<file path="config.mk">
export PLATFORM = sky130hd
export DESIGN_NAME = controlador_exibicao_sequencia
export DESIGN_NICKNAME = d
export VERILOG_FILES = /design/src/rtl/controlador_exibicao_sequencia.sv
export SDC_FILE = /design/constraint.sdc
export NUM_CORES = 1
export LEC_CHECK = 0
export BUFFER_PORTS_ARGS = -buffer_cell sky130_fd_sc_hd__buf_4
export CORE_MARGIN = 1.5
export CORE_UTILIZATION = 41
export CTS_BUF_LIST = sky130_fd_sc_hd__clkbuf_2 sky130_fd_sc_hd__clkbuf_4 sky130_fd_sc_hd__clkbuf_8
export DETAILED_ROUTE_END_ITERATION = 12
export PLACE_DENSITY_LB_ADDON = 0.15
export SLEW_MARGIN = 20
export SYNTH_ARGS = -nofsm -noshare
export SYNTH_HDL_FRONTEND = slang
export SYNTH_SLANG_ARGS = --single-unit
</file>
<file path="constraint.sdc">
create_clock -name clock -period 2.4 [get_ports clock]
set_input_delay 0.12 -clock clock [delete_from_list [all_inputs] [get_ports clock]]
set_output_delay 0.12 -clock clock [all_outputs]
set_load 0.02 [all_outputs]
</file>
<file path="src/rtl/controlador_exibicao_sequencia.sv">
// Plays back the stored memory-game sequence on the LEDs for one round:
// each RAM value from address 0 to the latched limit is lit, then blanked.
module controlador_exibicao_sequencia #(
    parameter int T_ACESO   = 500,
    parameter int T_APAGADO = 250,
    parameter int TIMER_W   = 10
) (
    input  logic       clock,
    input  logic       reset,
    input  logic       iniciar,
    input  logic       abortar,
    input  logic [3:0] limite,
    input  logic [3:0] dado_memoria,
    output logic [3:0] endereco,
    output logic [3:0] leds,
    output logic       exibindo,
    output logic       pronto,
    output logic [4:0] db_estado
);

    typedef enum logic [4:0] {
        INICIAL        = 5'b00000,
        PREPARA        = 5'b00001,
        MOSTRA_LED     = 5'b00011,
        MOSTRA_APAGADO = 5'b00101,
        PROXIMO        = 5'b00110,
        FINAL          = 5'b01111
    } estado_t;

    localparam logic [TIMER_W-1:0] ULT_ACESO   = TIMER_W'(T_ACESO - 1);
    localparam logic [TIMER_W-1:0] ULT_APAGADO = TIMER_W'(T_APAGADO - 1);
    localparam logic [TIMER_W-1:0] TIMER_ZERO  = {TIMER_W{1'b0}};
    localparam logic [TIMER_W-1:0] TIMER_UM    = {{(TIMER_W-1){1'b0}}, 1'b1};

    estado_t            estado_r, estado_s;
    logic [TIMER_W-1:0] timer_r, timer_s;
    logic [3:0]         endereco_r, endereco_s;
    logic [3:0]         limite_r, limite_s;

    // State, timer, address and latched limit registers
    always_ff @(posedge clock or posedge reset) begin
        if (reset) begin
            estado_r   <= INICIAL;
            timer_r    <= TIMER_ZERO;
            endereco_r <= 4'd0;
            limite_r   <= 4'd0;
        end else begin
            estado_r   <= estado_s;
            timer_r    <= timer_s;
            endereco_r <= endereco_s;
            limite_r   <= limite_s;
        end
    end

    // Next-state logic; abort beats every transition, including FINAL
    always_comb begin
        estado_s   = estado_r;
        timer_s    = timer_r;
        endereco_s = endereco_r;
        limite_s   = limite_r;
        if (abortar && (estado_r != INICIAL)) begin
            estado_s = INICIAL;
            timer_s  = TIMER_ZERO;
        end else begin
            case (estado_r)
                INICIAL: begin
                    if (iniciar && !abortar) begin
                        estado_s = PREPARA;
                    end else begin
                        estado_s = INICIAL;
                    end
                end
                PREPARA: begin
                    endereco_s = 4'd0;
                    timer_s    = TIMER_ZERO;
                    limite_s   = limite;
                    estado_s   = MOSTRA_LED;
                end
                MOSTRA_LED: begin
                    if (timer_r == ULT_ACESO) begin
                        timer_s  = TIMER_ZERO;
                        estado_s = MOSTRA_APAGADO;
                    end else begin
                        timer_s  = timer_r + TIMER_UM;
                    end
                end
                MOSTRA_APAGADO: begin
                    if (timer_r == ULT_APAGADO) begin
                        timer_s = TIMER_ZERO;
                        if (endereco_r == limite_r) begin
                            estado_s = FINAL;
                        end else begin
                            estado_s = PROXIMO;
                        end
                    end else begin
                        timer_s = timer_r + TIMER_UM;
                    end
                end
                PROXIMO: begin
                    endereco_s = endereco_r + 4'd1;
                    estado_s   = MOSTRA_LED;
                end
                FINAL: begin
                    estado_s = INICIAL;
                end
                default: begin
                    estado_s = INICIAL;
                    timer_s  = TIMER_ZERO;
                end
            endcase
        end
    end

    // Moore output decode; LEDs pass RAM data straight through while lit
    always_comb begin
        leds     = 4'd0;
        exibindo = 1'b0;
        pronto   = 1'b0;
        case (estado_r)
            PREPARA:        exibindo = 1'b1;
            MOSTRA_LED: begin
                exibindo = 1'b1;
                leds     = dado_memoria;
            end
            MOSTRA_APAGADO: exibindo = 1'b1;
            PROXIMO:        exibindo = 1'b1;
            FINAL:          pronto   = 1'b1;
            default: begin
                leds     = 4'd0;
                exibindo = 1'b0;
                pronto   = 1'b0;
            end
        endcase
    end

    assign endereco  = endereco_r;
    assign db_estado = estado_r;

endmodule

</file>
==> run_results.csv <==
group,metric,value,unit
grt,grt_pass1_vias,1120,
pwr,p_seq_share,41.3,%
grt,grt-ovfl-total,0,
worst_setup_path,crit_chain,"or2_2 -> o41a_1 -> a21bo_4 -> a21o_1 -> a22o_1",
die,die_w,60.5,um
logic_synthesis,postSynthCellCount,143,
cts,cts_tree,"built",
cells_and_area,nNetsFinal,181,
sta,period_share,81.8,%
cts,clock_sinks,22,
die,num_rows,20,
worst_setup_path,critPathArrivalTime,2.16,ns
worst_setup_path,critPathTopFamily,"compound AO/OA/AOI/OAI gates",
sta,setup_viol,0,
worst_setup_path,cp_max_fo,15,
logic_synthesis,synth_area_leaders,"dfrtp_1 (41%), nor2_1 (4.2%), nand2_1 (3.9%), xor2_1 (3.9%), mux2_1 (3.3%)",
cts,cts_setup_buffers,0,
cells_and_area,layout_commonest_cell,"buf_4",
routing,wirelength,2850,um
status,violations,"negative hold slack",
grt,track_usage,17.4,%
hold_path,min_path_type,"input pin to asynchronous set/reset pin",
sta,hold_viol,22,
sta,slew_violations,0,
routing,vias_per_cell,5.34,
cts,cts_buffer_depth,2,
logic_synthesis,async_reset_ff_share,100,%
worst_setup_path,r2r_slack,0.44,ns
cells_and_area,antennaDiodeCount,0,
die,pin_count,27,
cells_and_area,most-common-layout-cells,"buf_4 (25), dfrtp_1 (22), nor2_1 (15), nand2_1 (14), nand3_1 (7)",
cts,path_clk_slew,0.12,ns
sta,rsz0062_at_grt,"false",
cts,cts_root_buffer,"clkbuf_4",
logic_synthesis,ys_ff_latch,22,
routing,wl_per_cell,13.6,um
logic_synthesis,synthesis.area,1360,um^2
cts,ctsResizeCount,0,
cts,cts_hold_buf,0,
logic_synthesis,ys.flop_type,"dfrtp_1",
logic_synthesis,synth_edf_count,0,
sta,skew,0.00252,ns
logic_synthesis,ys.warnings.count,0,
sta,whs,-0.0289,ns
worst_setup_path,crit_start,"timer_r[2]$_DFFE_PP0P_",
logic_synthesis,synth_nets,158,
pwr,p_sw,0.542,mW
die,die_h,60.5,um
routing,drtIter0Drc,79,
status,status,"finished, violations left",
grt,antenna_found_initial,0,
cts,clock_latency,0.30,ns
sta,relSlewSlack,44.5,%
cts,cts-htree-levels,1,
pwr,p_int,0.797,mW
die,die_area,3660,um^2
placement,placedCellCount,205,
cells_and_area,area_growth,17.1,%
flow_run,max_cap_viol_count,0,
pwr,pwr-share-comb,43.6,%
cts,cts_buffers,3,
cells_and_area,fin_cells,209,
worst_setup_path,crit_path_start_kind,"flop",
pwr,power_frac_clock,15.2,%
grt,grt_pass1_wl,4810,um
logic_synthesis,ys_seq_area_share,40.6,%
worst_setup_path,rr_startpoint,"timer_r[2]$_DFFE_PP0P_",
routing,drc,0,
placement,routabilityCongestion,0.890,
worst_setup_path,cp_data_required_time,2.60,ns
placement,dpl.hpwl,2160,um
sta,tns,0,ns
pwr,cellLeakagePower,0.749,nW
pwr,power_density,843,nW/um^2
die,coreArea,3100,um^2
worst_setup_path,crit_slowest_cell,"dfrtp_1",
cells_and_area,drive_gt1_share,21.8,%
sta,layout_min_cycle_time,1.96,ns
pwr,vdd_drop_max,0.340,mV
logic_synthesis,postSynthAreaPerCell,9.48,um^2
worst_setup_path,critical_path.endpoint_type,"flop",
grt,grt_max_degree,23,
pwr,swShare,40.5,%
routing,first_pass_iters,4,
worst_setup_path,cpPeakStageDelay,0.45,ns
logic_synthesis,yosysTopAreaCellShare,40.6,%
sta,clock.fmax,509,MHz
routing,ant_nets,0,
worst_setup_path,crit_buf_inv,0,
logic_synthesis,synth_top_cell_by_area,"dfrtp_1",
worst_setup_path,crit_type,"flop to flop",
logic_synthesis,synth_cell_type_count,48,
die,start_util,43.7,%
routing,via_count,1116,
cells_and_area,nFillCells,310,
sta,tightest_slew,0.831,ns
placement,port_buffers,25,
## registers in the layout (all words and copies together) (netlist names)
signal / count
limite_r: 4
db_estado: 4
timer_r: 10
endereco: 4
## final cells by class
type / count / area (um^2) / area share [%]
clock buffer: 4 / 36.3 / 2.29
inverter: 5 / 18.8 / 1.18
tap: 44 / 55.1 / 3.47
multi-input combinational: 109 / 739 / 46.6
sequential: 22 / 551 / 34.7
timing repair buffer: 25 / 188 / 11.8
## worst reg2reg max path: stages (launching register included)
cell and delay, ns:
dfrtp_1 0.45, or2_2 0.32, o41a_1 0.45, a21bo_4 0.30, a21o_1 0.17, a22o_1 0.18
## power groups by stage
stage	clock [mW]	sequential, mW	combinational (mW)
floorplan	0	0.523	0.467
finish	0.203	0.552	0.583
global placement	0	0.550	0.574
CTS	0.212	0.550	0.586
detailed placement	0	0.559	0.582
global route	0.231	0.570	0.647
## Yosys cell counts, types with 2 or more instances
| library cell | instances |
|---|---|
| dfrtp_1 | 22 |
| nor2_1 | 15 |
| nand2_1 | 14 |
| nand3_1 | 7 |
| xor2_1 | 6 |
| a21oi_1 | 5 |
| and2_1 | 5 |
| inv_1 | 5 |
| mux2_1 | 4 |
| o21ai_0 | 4 |
| o21ai_1 | 4 |
| a21o_1 | 3 |
| a31oi_1 | 3 |
| ha_1 | 3 |
| a21boi_1 | 2 |
| a22o_1 | 2 |
| and4bb_2 | 2 |
| buf_2 | 2 |
| buf_6 | 2 |
| nand2b_1 | 2 |
| nand3b_1 | 2 |
| nor3_1 | 2 |
| xnor2_1 | 2 |
## cells by family after synthesis
logic type / after synthesis / share of synthesized area [%]
muxes: 4 / 3.32
buffers and inverters: 12 / 4.89
adders and majority gates: 3 / 2.77
other: 1 / 0.276
xor gates and xnor gates: 8 / 5.17
and+or+nand+nor: 58 / 23.2
DFF: 22 / 40.6
AOI/OAI and AO/OA: 35 / 19.8
## final timing paths
| path | to | cells past startpoint |
|---|---|---|
| worst max-delay path | timer_r[4]$_DFFE_PP0P_ | 5 |
| worst min-delay path | limite_r[1]$_DFFE_PP0P_ | 2 |
| worst max register to register | timer_r[4]$_DFFE_PP0P_ | 5 |
| worst min register to register | timer_r[9]$_DFFE_PP0P_ | 1 |
| max in group asynchronous | db_estado[0]$_DFFE_PP0P_ | 2 |
| min in group clock | limite_r[2]$_DFFE_PP0P_ | 2 |
## per-layer routing
metal	up-vias	routed length (um)	global-route usage (%)
met5	-	0	0
met4	0	52	10.2
li1	554	-	-
met2	21	1300	26.2
met1	535	1430	24.2
met3	6	69	2.13
## per-stage QoR
| stage | cell area (um^2) | utilization [%] | setup slack, ns | total power [mW] |
|---|---|---|---|---|
| floorplan | 1360 | - | 0.539 | 0.991 |
| finish | 1590 | 51.2 | 0.436 | 1.34 |
| global route | 1590 | 51.2 | 0.338 | 1.45 |
| detailed placement | 1550 | 50.0 | 0.480 | 1.14 |
| global placement | 1550 | 50.0 | 0.535 | 1.12 |
| CTS | 1590 | 51.2 | 0.455 | 1.35 |
No activity file was read; power rests on OpenSTA's default activity.
